==> src/rtl/rv_fetch_pkg.sv <==
`default_nettype none
// +----------------------------------------------------------------------+
// | Package : rv_fetch_pkg                                               |
// | Shared constants, state encodings and buffer entry type for the      |
// | instruction fetch stage.                                             |
// | Rev     : 1.0  initial release                                       |
// +----------------------------------------------------------------------+
package rv_fetch_pkg;

  // Fetch FSM encodings
  localparam logic [1:0] c_st_boot  = 2'd0;
  localparam logic [1:0] c_st_fetch = 2'd1;
  localparam logic [1:0] c_st_drain = 2'd2;
  localparam logic [1:0] c_st_halt  = 2'd3;

  // addi x0,x0,0 shown to decode whenever no real instruction is present
  localparam logic [31:0] c_inst_nop = 32'h0000_0013;
  localparam logic [31:0] c_pc_step  = 32'd4;
  localparam logic [31:0] c_reset_pc = 32'h0000_0000;

  // One buffered instruction together with its address
  typedef struct packed {
    logic [31:0] pc;
    logic [31:0] inst;
  } fetch_entry_t;

endpackage
`default_nettype wire

==> src/rtl/fetch_skid_buf.sv <==
`default_nettype none
// +----------------------------------------------------------------------+
// | Module  : fetch_skid_buf                                             |
// | Two-entry output buffer (OUT + SKID) between instruction memory and  |
// | decode. SKID catches the one word that can land while OUT is held.  |
// | Rev     : 1.0  initial release                                       |
// +----------------------------------------------------------------------+
module fetch_skid_buf
  import rv_fetch_pkg::*;
#(
  parameter logic [31:0] RESET_PC = c_reset_pc,
  parameter logic [31:0] INST_NOP = c_inst_nop
) (
  input  logic         clk,
  input  logic         rst,
  input  logic         i_push,
  input  fetch_entry_t i_push_entry,
  input  logic         i_flush,
  input  logic         i_consume,
  output logic         o_valid,
  output fetch_entry_t o_entry,
  output logic         o_skid_full
);

  fetch_entry_t r_out;
  fetch_entry_t r_skid;
  logic         r_out_valid;
  logic         r_skid_full;

  // OUT/SKID update: flush beats everything, SKID drains into OUT first on consume
  always_ff @(posedge clk) begin
    if (rst) begin
      r_out_valid <= 1'b0;
      r_skid_full <= 1'b0;
      r_out       <= '{pc: RESET_PC, inst: INST_NOP};
      r_skid      <= '{pc: RESET_PC, inst: INST_NOP};
    end else if (i_flush) begin
      // pc is left alone so pc_o only moves when OUT actually loads
      r_out_valid <= 1'b0;
      r_skid_full <= 1'b0;
    end else if (i_consume) begin
      if (r_skid_full) begin
        r_out       <= r_skid;
        r_out_valid <= 1'b1;
        r_skid_full <= i_push;
        if (i_push) begin
          r_skid <= i_push_entry;
        end
      end else if (i_push) begin
        r_out       <= i_push_entry;
        r_out_valid <= 1'b1;
      end else begin
        r_out_valid <= 1'b0;
      end
    end else if (!r_out_valid) begin
      if (i_push) begin
        r_out       <= i_push_entry;
        r_out_valid <= 1'b1;
      end
    end else if (i_push) begin
      // OUT is held by decode: park the word in SKID
      r_skid      <= i_push_entry;
      r_skid_full <= 1'b1;
    end
  end

  assign o_valid     = r_out_valid;
  assign o_entry     = r_out;
  assign o_skid_full = r_skid_full;

endmodule
`default_nettype wire

==> src/rtl/inst_fetch_unit.sv <==
`default_nettype none
// +----------------------------------------------------------------------+
// | Module  : inst_fetch_unit                                            |
// | Instruction fetch stage: owns the PC, issues word fetches, buffers   |
// | returned words for decode, handles redirects and misaligned traps.   |
// | Rev     : 1.0  initial release                                       |
// +----------------------------------------------------------------------+
module inst_fetch_unit
  import rv_fetch_pkg::*;
#(
  parameter logic [31:0] RESET_PC = c_reset_pc,
  parameter logic [31:0] INST_NOP = c_inst_nop
) (
  input  logic        clk_i,
  input  logic        rst_i,
  output logic        imem_req_o,
  output logic [31:0] imem_addr_o,
  input  logic        imem_ack_i,
  input  logic [31:0] imem_rdata_i,
  input  logic        redirect_i,
  input  logic [31:0] redirect_pc_i,
  input  logic        stall_i,
  output logic        inst_valid_o,
  output logic [31:0] inst_data_o,
  output logic [31:0] pc_o,
  output logic [31:0] pc_plus4_o,
  output logic        misalign_o
);

  logic [1:0]   r_state;
  logic [1:0]   w_state_next;
  logic [31:0]  r_fetch_pc;
  logic [31:0]  r_drain_addr;
  logic         r_misalign;

  logic         w_ack;
  logic         w_redirect;
  logic         w_bad_target;
  logic         w_push;
  logic         w_consume;
  logic         w_buf_valid;
  logic         w_skid_full;
  fetch_entry_t w_buf_entry;
  fetch_entry_t w_push_entry;

  // Redirects are ignored once halted; only reset leaves HALT
  assign w_redirect   = redirect_i && (r_state != c_st_halt);
  assign w_bad_target = (redirect_pc_i[1:0] != 2'b00);
  assign w_ack        = imem_req_o && imem_ack_i;
  // Returned word is kept only in FETCH and only if not squashed this cycle
  assign w_push       = (r_state == c_st_fetch) && w_ack && !redirect_i;
  assign w_consume    = w_buf_valid && !stall_i;
  assign w_push_entry = '{pc: r_fetch_pc, inst: imem_rdata_i};

  // State register
  always_ff @(posedge clk_i) begin
    if (rst_i) begin
      r_state <= c_st_boot;
    end else begin
      r_state <= w_state_next;
    end
  end

  // Next-state logic
  always_comb begin
    w_state_next = r_state;
    case (r_state)
      c_st_boot: begin
        w_state_next = (w_redirect && w_bad_target) ? c_st_halt : c_st_fetch;
      end
      c_st_fetch: begin
        if (w_redirect) begin
          if (imem_req_o && !imem_ack_i) begin
            w_state_next = c_st_drain;
          end else if (w_bad_target) begin
            w_state_next = c_st_halt;
          end else begin
            w_state_next = c_st_fetch;
          end
        end
      end
      c_st_drain: begin
        if (w_ack) begin
          w_state_next = (r_misalign || (w_redirect && w_bad_target)) ? c_st_halt : c_st_fetch;
        end
      end
      default: begin
        w_state_next = c_st_halt;
      end
    endcase
  end

  // Memory request outputs: DRAIN keeps the abandoned request alive at its old address
  always_comb begin
    imem_req_o  = 1'b0;
    imem_addr_o = r_fetch_pc;
    case (r_state)
      c_st_fetch: begin
        imem_req_o = !w_skid_full;
      end
      c_st_drain: begin
        imem_req_o  = 1'b1;
        imem_addr_o = r_drain_addr;
      end
      default: begin
        imem_req_o = 1'b0;
      end
    endcase
  end

  // PC, drain address and sticky misalign flag
  always_ff @(posedge clk_i) begin
    if (rst_i) begin
      r_fetch_pc   <= RESET_PC;
      r_drain_addr <= RESET_PC;
      r_misalign   <= 1'b0;
    end else begin
      if (w_redirect) begin
        r_fetch_pc <= redirect_pc_i;
      end else if (w_push) begin
        r_fetch_pc <= r_fetch_pc + c_pc_step;
      end
      if (w_redirect && (r_state == c_st_fetch)) begin
        r_drain_addr <= r_fetch_pc;
      end
      if (w_redirect && w_bad_target) begin
        r_misalign <= 1'b1;
      end
    end
  end

  fetch_skid_buf #(
    .RESET_PC (RESET_PC),
    .INST_NOP (INST_NOP)
  ) u_skid_buf (
    .clk          (clk_i),
    .rst          (rst_i),
    .i_push       (w_push),
    .i_push_entry (w_push_entry),
    .i_flush      (w_redirect),
    .i_consume    (w_consume),
    .o_valid      (w_buf_valid),
    .o_entry      (w_buf_entry),
    .o_skid_full  (w_skid_full)
  );

  assign inst_valid_o = w_buf_valid;
  assign inst_data_o  = w_buf_valid ? w_buf_entry.inst : INST_NOP;
  assign pc_o         = w_buf_entry.pc;
  assign pc_plus4_o   = w_buf_entry.pc + c_pc_step;
  assign misalign_o   = r_misalign;

endmodule
`default_nettype wire

==> config.mk <==
export PLATFORM = sky130hd
export DESIGN_NAME = inst_fetch_unit
export DESIGN_NICKNAME = d
export VERILOG_FILES = /design/src/rtl/rv_fetch_pkg.sv /design/src/rtl/fetch_skid_buf.sv /design/src/rtl/inst_fetch_unit.sv
export SDC_FILE = /design/constraint.sdc
export NUM_CORES = 1
export LEC_CHECK = 0
export CAP_MARGIN = 10
export CORE_UTILIZATION = 47
export DETAILED_ROUTE_END_ITERATION = 7
export GPL_TIMING_DRIVEN = 0
export PLACE_DENSITY = 0.81
export SLEW_MARGIN = 20
export SYNTH_ARGS = -nofsm -noshare
export SYNTH_HDL_FRONTEND = slang
export SYNTH_HIERARCHICAL = 1
export SYNTH_SLANG_ARGS = --single-unit
export TNS_END_PERCENT = 20
==> constraint.sdc <==
create_clock -name clk_i -period 2.5 [get_ports clk_i]
set_clock_uncertainty 0.2 [all_clocks]
set_input_delay 0.25 -clock clk_i [delete_from_list [all_inputs] [get_ports clk_i]]
set_output_delay 0.25 -clock clk_i [all_outputs]
set_load 0.03 [all_outputs]
Word-level counts from Yosys, hierarchy flattened
Index checks and enable logic that the tools add are counted.

Register bits: 197. Bits of input ports: 69.

Add/subtract/negate cells: 2. Equality and inequality tests: 7. Mux-type cells: 28. Bitwise operators: 1. Reduce and logical (&&, ||, !) cells: 23.

Operator list (count): two-way mux 64 bit (8); two-way mux 32 bit (4); adder 32 x 3 -> 32 bit (second input constant) (2); two-way mux 2 bit (6); logical AND 1 bit (8); two-way mux 1 bit (8); != test 2 bit (second input constant) (4); nonzero test 2 bit (4); case mux 2 bit (3 select lines) (1); AND reduction 2 bit (3); zero test 1 bit (4); AND reduction 3 bit (1); == test 2 x 1 -> 1 bit (second input constant) (1); == test 2 bit (second input constant) (1); zero test 2 bit (1); != test 2 x 1 -> 1 bit (second input constant) (1); case mux 1 bit (2 select lines) (1); OR reduction 2 bit (1); logical OR 1 bit (1); NOT 1 bit (1).

Depth between registers and ports, before layout
Depth in word-level cells: 8. Mapped depth: 10. Mapped depth without buffers: 8.

Hierarchy
The synthesis kept the hierarchy.

By module, submodules not included: fetch_skid_buf (times used 1, cells each 656, area each 5786.8 um^2, sequential area each 2602.5 um^2); inst_fetch_unit (times used 1, cells each 537, area each 4226.6 um^2, sequential area each 1341.3 um^2).

Worst setup path before layout
No wires, ideal clock.

Path type: reg-to-output. Start: register u_skid_buf.r_out (netlist bit u_skid_buf/o_entry[36]). End: output port pc_plus4_o[29]. Data arrival time: 2.073 ns. Setup slack: -0.023 ns. Cell stages (with the launch flop): 6. Cell sequence: dfxtp_1 and4_1 nand4_1 nor2b_1 nand3_1 xnor2_1.

Word-level cells in the longest chain between the ends: 1.

Ends and longest elaborated chain: start: declaration (line fetch_skid_buf.sv:25) `fetch_entry_t r_out;`; start signal: assignment (line fetch_skid_buf.sv:35) `r_out <= '{pc: RESET_PC, inst: INST_NOP};`; start signal: assignment (line fetch_skid_buf.sv:43) `r_out <= r_skid;`; start signal: assignment (line fetch_skid_buf.sv:50) `r_out <= i_push_entry;`; adder 32 x 3 -> 32 bit (line inst_fetch_unit.sv:150) `assign pc_plus4_o = w_buf_entry.pc + c_pc_step;`; end: declaration (line inst_fetch_unit.sv:26) `output logic [31:0] pc_plus4_o,`.

Every way passes these cells.

Worst setup path after layout
Start: register r_state[0]. End: output port imem_addr_o[21].

Word-level cells in the longest chain between the ends: 2.

Ends and longest elaborated chain: start: declaration (line inst_fetch_unit.sv:30) `logic [1:0] r_state;`; start signal: assignment (line inst_fetch_unit.sv:58) `r_state <= c_st_boot;`; start signal: assignment (line inst_fetch_unit.sv:60) `r_state <= w_state_next;`; == test 2 bit (line inst_fetch_unit.sv:97) `case (r_state)`; two-way mux 32 bit (line inst_fetch_unit.sv:97); end: declaration (line inst_fetch_unit.sv:17) `output logic [31:0] imem_addr_o,`.

Every way passes these cells.

==> run metrics <==
status=finished with violations; failing checks=negative setup slack; Max Cap Viol=0; Pint=between 5000 and 6000 uW; Most Frequent Cell on Critical Path=clkbuf_8; Synth warnings=6; final period demand of the worst path=2.54 ns; First-pass DRT Iterations=5; Vert. Die Dim=roughly 150 um; die area=21900 sq um; startpoint class of the critical path=flip-flop; final hold vios=0; fillers=approximately 1800; hold_sp=rst_i; sequential share of power=0.417; final setup violation count=5; area leader, netlist=dfxtp_1; Post-synth top cells=nand2_1, dfxtp_1, nor2_1; Slew @ Worst Pin=approximately 0.77 ns; post-detailed-route count of antenna-violating nets=0; area of the multi-input gates=about 5600 sq um; crit path max fanout=10; Iteration-0 DRC Markers=521; VDD IR max=a little under 0.5 mV; number of synthesized flops with an enable pin=0; Synth Cell Area=~10000 sq um; overall routing resource usage=0.263; vias in the first global route=8985; WHS Path Cells=2; clock root buffer=clkbuf_16; Largest stage delay, worst path=0.34 ns; final worst setup slack=-0.0398 ns; detailed-route via count=~9500; Switch Pwr=~2800 uW; post-synthesis average cell area=between 8 and 9 sq um; Leak Pwr=0.00471 uW; aggregate global routing overflow=0; CP Data Required Time=between 2 and 2.5 ns; largest net degree at the start of global routing=17; CP Capture Type=output port; ratio of cells with drive above 1 in the final layout=0.198; reg2reg setup slack=~0.060 ns; storage element area=roughly 4000 sq um; final WL=around 29000 um; WHS Endpoint=r_drain_addr[22]$_SDFFE_PP0P_; WL/cell=17.0 um; switch share=0.320; die width=148 um; CTS tree=done; unrepaired setup endpoints after global routing=true; clk sink count=approximately 200; number of vias per cell=between 5 and 6; Synthesized Nets=about 1300; Clock Tree Buf Depth=2; ys async rst share=0; Pwr Total=between 8000 and 9000 uW; io pins=200; DP HPWL=20600 um; Crit Path Category=reg -> out; Final Slew Violations=0; antenna violations before repair=0; initial core utilization=0.478; CTS clk-pin slew, worst paths=roughly 0.070 ns; Critical Path AT=approximately 2.1 ns; Max Freq=0.394 GHz; post-route setup TNS=-0.165 ns; core footprint=between 20000 and 25000 sq um; diodes inserted=0; number of remaining DRC errors=0; commonest register cell after synthesis=dfxtp_1; most common cell in the netlist=nand2_1; Core Rows=53; H-tree depth=4; cell family with most CP delay=buffers and inverters; Hold-fix buffers, CTS=0; GPL Wtd Cong=about 0.87; Worst R2R End=u_skid_buf/r_skid[39]$_SDFFE_PP0P_; Power Dens Cells=approximately 650 nW/um^2; hold crit path type=in -> reg; Reg2Reg Depth=11; crit-path cells=inv_1 -> ha_2 -> clkbuf_8 -> clkbuf_8 -> mux2_2 -> clkdlybuf4s15_2; slowest stage cell on the critical path=dfxtp_2; first-pass GRT wire length=45900 um; Comb pwr share=0.259; synthesized flop and latch total=around 200; top cells by area, synth=dfxtp_1, nand2_1, a211oi_2; IO buf count=roughly 200; synth-to-layout area growth=32.3%; Slew headroom=0.484; Clock Power Share=0.324; Final nets=1506; Clk Latency, worst-skew pair=between 0.4 and 0.5 ns; reg-to-reg startpoint=r_state[1]$_SDFFE_PP0P_; Num CTS Buffers=17; Yosys top cell area share=0.394; Tcrit/Tclk final=1.02; Buf/Inv on CP=4; post-synthesis sequential area ratio=0.394; Yosys cell types=56; Syn Inst Count=1193
-- repair_timing --
action                                  4_1_cts  5_1_grt
hold endpoints to repair                      0        0
pin swaps                                     6       14
buffers inserted                              8       13
endpoints found under the setup margin      253      230
gates resized for setup                     221      111
-- worst max path at each step --
stage                                              startpoint                             endpoint  depth (start not counted)
after floorplan           u_skid_buf/o_entry[36]$_SDFFE_PP0P_                       pc_plus4_o[31]                          5
after global placement                             imem_ack_i  u_skid_buf/o_entry[10]$_SDFFE_PP0P_                          8
after detailed placement                           imem_ack_i  u_skid_buf/o_entry[32]$_SDFFE_PP0P_                          8
after CTS                             r_state[0]$_SDFFE_PP0P_                      imem_addr_o[30]                          6
after global routing                  r_state[0]$_SDFFE_PP0P_                      imem_addr_o[13]                          6
final                                 r_state[0]$_SDFFE_PP0P_                      imem_addr_o[21]                          6
-- registers in the layout (all words and copies together) (netlist names) --
name                    count
u_skid_buf/o_entry         64
misalign_o                  1
u_skid_buf/o_valid          1
r_fetch_pc                 32
u_skid_buf/o_skid_full      1
r_drain_addr               32
u_skid_buf/r_skid          64
r_state                     2
-- worst register-to-register path, delay by kind of cell (launching register included) --
kind                       cells  cell delay [ns]
buffers and inverters          4             0.58
AOI/OAI and AO/OA              2             0.38
DFF                            1             0.36
and+or+nand+nor                4             0.50
adders and majority gates      1             0.34
-- metal layers --
layer,track usage,wire (um)
met2,0.446,14100
met1,0.342,12600
met3,0.0404,1930
met4,0.0789,516
met5,0,0
-- final cells by class --
cell class,instances,area share
plain buffers,94,0.0475
clock buffers,21,0.0348
clock inverters,9,0.00973
inverters,9,0.00255
multi-input cells,893,0.424
flip-flops and latches,197,0.302
well taps,275,0.0260
repair buffers,219,0.154
-- layout by cell type (no fill, tap or decap), drive strengths merged, types with 4 or more instances in the layout --
cell type	instances
nor2	106
a21oi	101
a311oi	5
o21bai	5
dlygate4sd2	17
dfxtp	197
ha	6
xor2	19
clkinv	4
nor2b	7
mux2	32
clkdlybuf4s50	137
nor3	8
nand4	24
inv	9
and4	6
nand3b	66
clkdlybuf4s15	7
and2	34
clkbuf	81
nand2b	8
o21ai	71
a211oi	81
nand3	16
dlymetal6s2s	5
nand2	231
and3	8
xnor2	26
buf	87
-- kinds of logic (layout without fill, tap and decap cells) --
group	count (synthesis)	after routing	synth area share
muxes	33	33	0.0370
AOI/OAI and AO/OA	280	280	0.199
adders and majority gates	6	6	0.00750
DFF	197	197	0.394
and+or+nand+nor	529	529	0.263
xor gates and xnor gates	45	45	0.0394
buffers and inverters	103	352	0.0607
-- through the flow --
stage	hold slack (ns)	setup slack, ns	cells	utilization	area, sq um
2_1_floorplan	0.174	-0.0226	1193	-	10000
3_3_place_gp	0.238	-0.681	1666	0.589	12300
3_5_place_dp	0.243	-0.710	1666	0.589	12300
4_1_cts	0.0435	-0.0457	1704	0.624	13100
5_1_grt	0.0725	-0.107	1717	0.632	13200
6_report	0.0469	-0.0398	1717	0.632	13200
-- power groups by stage --
stage | Combinational (uW) | Sequential, uW | Clock (uW)
global route | 2380 | 3620 | 2930
floorplan | 1390 | 3630 | 0
global placement | 2160 | 3640 | 0
finish | 2230 | 3590 | 2790
CTS | 2200 | 3590 | 2810
detailed placement | 2180 | 3660 | 0
Power figures use the tool's default switching activity.
